**src/rtl/mux_2_1_sel_arb.sv**
```systemverilog
// Two-requester round-robin arbiter driving the select line of a 2:1 mux.
// Define ARB_BURST_EN to let an owner keep the grant for up to MAX_BURST transfers.
module mux_2_1_sel_arb #(
    parameter int MAX_BURST = 4,
    parameter int CNT_W     = 3
) (
    input  logic             clk,
    input  logic             rst,
    input  logic             req_a,
    input  logic             req_b,
    input  logic             ready,
    output logic             gnt_a,
    output logic             gnt_b,
    output logic             s,
    output logic             valid,
    output logic [CNT_W-1:0] burst_cnt
);

    // One-hot grant encoding so gnt_a/gnt_b come straight off flops.
    typedef enum logic [1:0] {
        IDLE    = 2'b00,
        GRANT_A = 2'b01,
        GRANT_B = 2'b10
    } state_t;

    localparam logic SRC_A = 1'b0;
    localparam logic SRC_B = 1'b1;

    if (MAX_BURST < 1 || MAX_BURST > (2 ** CNT_W) - 1) begin : g_bad_max_burst
        $error("MAX_BURST out of range for CNT_W");
    end

    state_t state_q, state_d;
    logic   last_q, last_d;
    logic   s_q, s_d;
    logic   xfer;
    logic   keep;

    function automatic state_t arb(input logic ra, input logic rb, input logic lst);
        if (ra && rb) return (lst == SRC_B) ? GRANT_A : GRANT_B;
        else if (ra)  return GRANT_A;
        else if (rb)  return GRANT_B;
        else          return IDLE;
    endfunction

    assign xfer = (state_q != IDLE) && ready;

`ifdef ARB_BURST_EN
    logic [CNT_W-1:0] cnt_q, cnt_d;
    logic             room;

    assign room = ({1'b0, cnt_q} + 1'b1) < (CNT_W + 1)'(MAX_BURST);
`else
    logic room;

    assign room = 1'b0;
`endif

    always_comb begin
        state_d = state_q;
        last_d  = last_q;
        keep    = 1'b0;
        case (state_q)
            IDLE: state_d = arb(req_a, req_b, last_q);
            GRANT_A: begin
                if (xfer) begin
                    last_d = SRC_A;
                    if (req_a && room) keep = 1'b1;
                    else state_d = arb(req_a, req_b, SRC_A);
                end else if (!req_a) begin
                    state_d = IDLE;
                end
            end
            GRANT_B: begin
                if (xfer) begin
                    last_d = SRC_B;
                    if (req_b && room) keep = 1'b1;
                    else state_d = arb(req_a, req_b, SRC_B);
                end else if (!req_b) begin
                    state_d = IDLE;
                end
            end
            default: state_d = IDLE;
        endcase

        // In IDLE the select parks on whatever it last pointed at.
        s_d = s_q;
        if (state_d == GRANT_A) s_d = 1'b0;
        else if (state_d == GRANT_B) s_d = 1'b1;
    end

`ifdef ARB_BURST_EN
    always_comb begin
        cnt_d = cnt_q;
        if (keep)                 cnt_d = cnt_q + 1'b1;
        else if (xfer)            cnt_d = '0;
        else if (state_d == IDLE) cnt_d = '0;
    end

    always_ff @(posedge clk or posedge rst) begin
        if (rst) cnt_q <= '0;
        else     cnt_q <= cnt_d;
    end

    assign burst_cnt = cnt_q;
`else
    assign burst_cnt = '0;
`endif

    always_ff @(posedge clk or posedge rst) begin
        if (rst) begin
            state_q <= IDLE;
            last_q  <= SRC_B;
            s_q     <= 1'b0;
        end else begin
            state_q <= state_d;
            last_q  <= last_d;
            s_q     <= s_d;
        end
    end

    assign gnt_a = state_q[0];
    assign gnt_b = state_q[1];
    assign valid = state_q[0] | state_q[1];
    assign s     = s_q;

endmodule

```
**config.mk**
```make
export PLATFORM = sky130hd
export DESIGN_NAME = mux_2_1_sel_arb
export DESIGN_NICKNAME = d
export VERILOG_FILES = /design/src/rtl/mux_2_1_sel_arb.sv
export SDC_FILE = /design/constraint.sdc
export NUM_CORES = 1
export LEC_CHECK = 0
export ABC_AREA = 1
export ABC_CLOCK_PERIOD_IN_PS = 1400
export BUFFER_PORTS_ARGS = -buffer_cell sky130_fd_sc_hd__buf_2
export CORE_AREA = 2 2 39 41
export CTS_BUF_LIST = sky130_fd_sc_hd__clkbuf_8
export CTS_CLUSTER_DIAMETER = 150
export CTS_CLUSTER_SIZE = 30
export DETAILED_ROUTE_END_ITERATION = 7
export DIE_AREA = 0 0 41 43
export PLACE_DENSITY = 0.53
export REMOVE_ABC_BUFFERS = 1
export SLEW_MARGIN = 20
export SYNTH_ARGS = -nofsm -noshare
export SYNTH_HDL_FRONTEND = slang
export SYNTH_SLANG_ARGS = --single-unit
```
**constraint.sdc**
```tcl
create_clock -name clk -period 1.4 [get_ports clk]
set_input_delay 0.14 -clock clk [delete_from_list [all_inputs] [get_ports clk]]
set_output_delay 0.14 -clock clk [all_outputs]
set_load 0.01 [all_outputs]
```
==> results of run 1 <==
## layout by cell type, fill, tap and decap left out, drive strengths merged
master / n
buf: 12
nand3: 5
dfstp: 1
clkbuf: 3
a21oi: 2
conb: 3
o21ai: 4
nand2: 15
dfrtp: 3
nand4: 1
nor2: 4
ha: 1
inv: 8
dlygate4sd3: 1
## synth_stat cells
| cell type | n | area (um^2) |
|---|---|---|
| a21oi_1 | 2 | 10.0 |
| buf_4 | 3 | 22.5 |
| conb_1 | 1 | 3.75 |
| dfrtp_1 | 3 | 75.1 |
| dfstp_2 | 1 | 26.3 |
| ha_1 | 1 | 12.5 |
| inv_1 | 7 | 26.3 |
| nand2_1 | 15 | 56.3 |
| nand3_1 | 5 | 25.0 |
| nand4_1 | 1 | 6.26 |
| nor2_1 | 2 | 7.51 |
| nor2_2 | 1 | 6.26 |
| nor2_4 | 1 | 11.3 |
| o21ai_0 | 4 | 20.0 |
## kinds of logic (layout without fill, tap and decap cells)
logic type | Yosys count | in the layout | synth area share (%)
AO/OA/AOI/OAI | 6 | 6 | 9.72
adder cells (fa/ha/maj) | 1 | 1 | 4.05
buffers and inverters | 10 | 24 | 15.8
flip-flops | 4 | 4 | 32.8
other | 1 | 3 | 1.21
AND/OR/NAND/NOR | 25 | 25 | 36.4
## tightest hold or removal path, delay by kind of cell
| kind | cells | cell delay, ns |
|---|---|---|
| buffers and inverters | 1 | 0.12 |
| and+or+nand+nor | 2 | 0.22 |
## power by group
group	total, uW	leakage (uW)	switching, uW	internal [uW]
logic	672	0.000185	357	315
clock network	248	0.0000269	61.3	187
registers	276	0.0000446	86.5	190
total	1200	0.000256	505	692
## flip-flops by register name, summed over array words and instances (netlist names)
signal and cells:
state_q 2, s 1, last_q 1
## per-stage QoR
| stage | TNS, ns | setup slack, ns |
|---|---|---|
| global placement | -0.0699 | -0.0699 |
| detailed placement | -0.0881 | -0.0881 |
| CTS | 0 | 0.0155 |
| floorplan | -0.0415 | -0.0415 |
| finish | -0.00306 | -0.00306 |
| global route | -0.0672 | -0.0672 |
## cell type report
class                           count  area share, %
Timing Repair Buffer               13           15.6
Inverter                            7           5.60
Tap cell                           16           3.89
Clock inverter                      1          0.730
Sequential cell                     4           20.2
Clock buffer                        3           8.03
Multi-Input combinational cell     35           46.0
## path summary, 6_finish.rpt
path | startpoint | endpoint | cells past startpoint
max in group asynchronous | rst | last_q | 3
max reg2reg | state_q[0] | s | 7
min | req_b | state_q[1] | 3
min in group asynchronous | rst | state_q[0] | 3
min reg2reg | s | s | 2
max | state_q[0] | s | 7
## repair_timing
item | in CTS | in global routing
setup endpoints to repair | 1 | 1
hold buffers | 1 | 0
pin swaps | 1 | 9
endpoints found under the hold margin | 4 | 0
gates resized for setup | 9 | 13
setup buffers | 0 | 1
## routing by layer
| metal | global-route usage [%] | part of all wire [%] | vias to the layer above |
|---|---|---|---|
| met4 | 8.00 | 1.6 | 0 |
| met2 | 12.5 | 55 | 9 |
| met3 | 1.57 | 3.7 | 2 |
| met5 | 0 | 0 | - |
| li1 | - | - | 174 |
| met1 | 10.1 | 40 | 159 |
==> results_dict.tcl, run 1 <==
set metrics [dict create \
    status "finished with violations" \
    violations "negative setup slack" \
    core_um2 1380 \
    p_total_uw 1200 \
    fin_cells 79 \
    cpPeakStageDelay_ns 0.47 \
    yosysWarnings 0 \
    setup_slack_ns -0.00306 \
    finalWeightedCongestion 0.796 \
    vias_per_cell 4.35 \
    dieArea_um2 1760 \
    initial_core_util_pct 22.3 \
    grt_pass1_vias 263 \
    drtAntennaViolNets 0 \
    antenna_found_initial 0 \
    antenna_cells 0 \
    clk_pin_slew_ns 0.03 \
    start_kind "flop" \
    n_fill_cell 146 \
    crit_family "flip-flops" \
    rsz0062_at_grt "yes" \
    grtUsageTotal_pct 8.66 \
    drv_cap 0 \
    totalWireLength_um 808 \
    path_max_fanout 8 \
    drt_iter0_drc 2 \
    syn-cell-area_um2 309 \
    syn-instance-count 47 \
    peakVddDrop_mv 0.807 \
    post_drt_wl_per_cell_um 10.2 \
    area_growth_syn_to_layout_pct 66.4 \
    postLayoutCellArea_um2 514 \
    drive_gt1_share_pct 52.4 \
    drc 0 \
    cts_tree "yes" \
    multi_input_area_um2 236 \
    synth-seq-cells 4 \
    crit_required_ns 1.50 \
    clock-sinks 4 \
    via_count 344 \
    clk_latency_ns 0.22 \
    ios 12 \
    firstDrtPassIters 2 \
    fp.dieH_um 43 \
    maxSlewViolCount 0 \
    finalHoldViolations 0 \
    seqCellArea_um2 104 \
    grt-ovfl-total 0 \
    avgSynthCellArea_um2 6.58 \
    finalClockSkew_ns 0.00476 \
    fin_util_pct 37.2 \
    fin_crit_sh_pct 100 \
    cts.path.max_buffers 2 \
    dp_hpwl_um 515 \
    p_leak_uw 0.000256 \
    grt_pass1_wl_um 986 \
    hold_path_class "input port to flop" \
    slowest_stage "dfrtp_2" \
    num_rows 14 \
    worst-path-buf-inv 1 \
    numCtsBuffers 3 \
    placed_area_um2 377 \
    setup.worst_path.end_class "flop" \
    ctsRootBufferMaster "clkbuf_8" \
    ys_seq_area_share_pct 32.8 \
    hold_ws_ns 0.303 \
    grt_max_degree 9 \
    portBuffers 8 \
    dpl.cell_count 73 \
    final_nets 70 \
    crit_type "flop to flop" \
    fmax_mhz 713 \
    critical_path_arrival_ns 1.50 \
    h-tree-depth 1 \
    power_density_nw_per_um2 2330 \
    crit_chain "nor2_4 > inv_1 > nor2_2 > a21oi_4 > ha_4 > nand2_2 > o21ai_1" \
    dieWidth_um 41 \
    setup_viol 1 \
    r2r_slack_ns -0.003 \
    synth_cell_types 14 \
    period_minus_slack_ns 1.40 \
]
No activity file was read; power rests on OpenSTA's default activity.
==> inputs of run 2 (changes only) <==
Settings changed: ABC_AREA 1 to 0, PLACE_DENSITY 0.53 to 0.48.
==> run 2 against run 1 <==
Against the previous run: the flow now finishes without violations; global-route usage shrank 0.88 points; final cell count shrank 23%; clock power grew 2%; sequential cell count is the same; wire length shrank 32%; sequential share of layout area grew 4.1 points; total power shrank 36%; highest routed layer unchanged.
==> results_dict.tcl, run 2 <==
set metrics [dict create \
    status "complete, no violations" \
    finalWeightedCongestion 0.622 \
    setup_viol 0 \
    h-tree-depth 1 \
    dieArea_um2 1760 \
    r2r_start "last_q" \
    placed_area_um2 314 \
    post_drt_wl_per_cell_um 9.07 \
    synth-seq-cells 4 \
    p_int_uw 512 \
    cts_tree "yes" \
    setup_slack_ns 0.0446 \
    vias_per_cell 4.10 \
    hold_path_class "input port to flop" \
    via_count 250 \
    core_um2 1380 \
    syn-instance-count 29 \
    final_nets 52 \
    power.share.clock_pct 33.4 \
    final_cell_mix "buf_2, buf_4" \
    clock-sinks 4 \
    final_common_cell "buf_2" \
    r2r_slack_ns 0.06 \
    setup_tns_ns 0 \
    critical_path_arrival_ns 1.22 \
    worstHoldStart "req_b" \
    drc 0 \
    antenna_cells 0 \
    area_growth_syn_to_layout_pct 66.0 \
    top_register "state_q" \
    firstDrtPassIters 4 \
    antenna_found_initial 0 \
    fmax_mhz 738 \
    p_leak_uw 0.000206 \
    crit_required_ns 1.26 \
    seq_power_share_pct 27.3 \
    postLayoutCellArea_um2 422 \
    start_kind "flop" \
    drtAntennaViolNets 0 \
    yosysWarnings 0 \
    ctsRootBufferMaster "clkbuf_8" \
    finalHoldViolations 0 \
    grt_pass1_vias 198 \
    multi_input_area_um2 160 \
    maxSlewViolCount 0 \
    drive_gt1_share_pct 57.8 \
    crit_type "flop to output port" \
    totalWireLength_um 553 \
    num_rows 14 \
    holdPathStages 2 \
    holdPathEnd "state_q[1]" \
    power_frac_comb_pct 39.4 \
    seqCellArea_um2 103 \
    grt-ovfl-total 0 \
    p_sw_uw 248 \
    yosysTopAreaCellShare_pct 29.6 \
    peakVddDrop_mv 0.540 \
    cts.path.max_buffers 2 \
    drv_cap 0 \
    grtUsageTotal_pct 7.78 \
    drt_iter0_drc 2 \
    cpPeakStageDelay_ns 0.43 \
    setup.worst_path.end_class "output port" \
    slowest_stage "dfrtp_2" \
    worst-path-buf-inv 2 \
    synthFlopType "dfrtp_1" \
    n_fill_cell 151 \
    avgSynthCellArea_um2 8.76 \
    worst_r2r_endpoint "s" \
    dieWidth_um 41 \
    synth_largest_area_cell "dfrtp_1" \
    clk_pin_slew_ns 0.03 \
    crit_chain "buf_4 > or2_2 > buf_2" \
    clk_latency_ns 0.22 \
    syn-cell-area_um2 254 \
    numCtsBuffers 3 \
    finalClockSkew_ns 0.00356 \
    ios 12 \
    switching_share_pct 32.6 \
    crit_family "flip-flops" \
    rr_worst_depth 5 \
    ys_seq_area_share_pct 39.9 \
    synth_common_cells "buf_4, dfrtp_1, o21ai_0" \
    dp_slack_ns 0.0000513 \
    path_max_fanout 6 \
    portBuffers 8 \
    initial_core_util_pct 18.4 \
    grt_max_degree 7 \
    synth_cell_types 19 \
    largest_reg_flops 2 \
    power_density_nw_per_um2 1800 \
    synth-edff-count 0 \
    async_flop_share_pct 100 \
    grt_pass1_wl_um 800 \
    fin_crit_sh_pct 96.8 \
    fp.dieH_um 43 \
    period_minus_slack_ns 1.36 \
    yosys-top-cells-area "dfrtp_1, dfstp_2, buf_4" \
]
-- run 2: cell types whose count changed after synthesis, sizes merged --
cell / change
nand3: -5
nor2b: +1
inv: -4
nand2b: +1
a32o: +1
nor2: -3
o21ai: +1
nand2: -13
nand4: -1
mux2i: +1
o21a: +1
or2: +1
a32oi: +1
-- run 2: timing repair --
| action | CTS | global route |
|---|---|---|
| setup endpoints to repair | 1 | 2 |
| endpoints found under the hold margin | 3 | 0 |
| pin swaps | 0 | 5 |
| gates resized for setup | 0 | 9 |
| gates cloned | 0 | 0 |
| setup buffers | 1 | 1 |
| hold buffers | 1 | 0 |
-- run 2: power groups by stage --
| stage | sequential [uW] | combinational, uW | clock [uW] |
|---|---|---|---|
| floorplan | 216 | 112 | 0 |
| global placement | 204 | 212 | 0 |
| detailed placement | 203 | 212 | 0 |
| CTS | 199 | 230 | 262 |
| global route | 213 | 338 | 269 |
| finish | 207 | 299 | 254 |
-- run 2: metal layers --
layer	routed length, um	vias up	part of all wire, %	track usage [%]
li1	-	126	-	-
met1	243	108	44	9.84
met2	227	12	41	7.19
met3	60	4	11	4.71
met4	21	0	3.8	10.0
met5	0	-	0	0
-- run 2: stage by stage --
stage          instances  total power, uW  utilization [%]  hold WS (ns)
2_1_floorplan         28              328                -       -0.0946
3_3_place_gp          54              416             22.7        0.0284
3_5_place_dp          54              415             22.7        0.0335
4_1_cts               60              692             27.2         0.188
5_1_grt               61              820             30.5         0.258
6_report              61              760             30.5         0.247
-- run 2: cells by family (layout without fill, tap and decap cells) --
| family | count (synthesis) | in the layout | synth area share [%] |
|---|---|---|---|
| AO/OA/AOI/OAI | 10 | 10 | 24.6 |
| AND/OR/NAND/NOR | 6 | 6 | 11.8 |
| buffers and inverters | 6 | 20 | 13.3 |
| flip-flops | 4 | 4 | 39.9 |
| adder cells (fa/ha/maj) | 1 | 1 | 4.93 |
| other | 1 | 3 | 1.48 |
| multiplexers | 1 | 1 | 3.94 |
-- run 2: area by class of cell --
type                    count  share of cell area [%]
multi-input cells          21                    38.0
flip-flops and latches      4                    24.3
repair buffers             13                    19.0
clock buffers               3                    9.79
well taps                  16                    4.75
inverters                   3                    3.26
clock inverters             1                   0.890
-- run 2: worst max path at each step --
stage | slack [ns] | startpoint | to | cells after the start
floorplan | -0.02 | state_q[1] | s | 6
global placement | -0.01 | state_q[1] | s | 6
detailed placement | 0.00005 | state_q[1] | s | 6
CTS | 0.02 | state_q[1] | s | 7
global route | -0.009 | last_q | s | 6
finish | 0.04 | state_q[0] | valid | 3
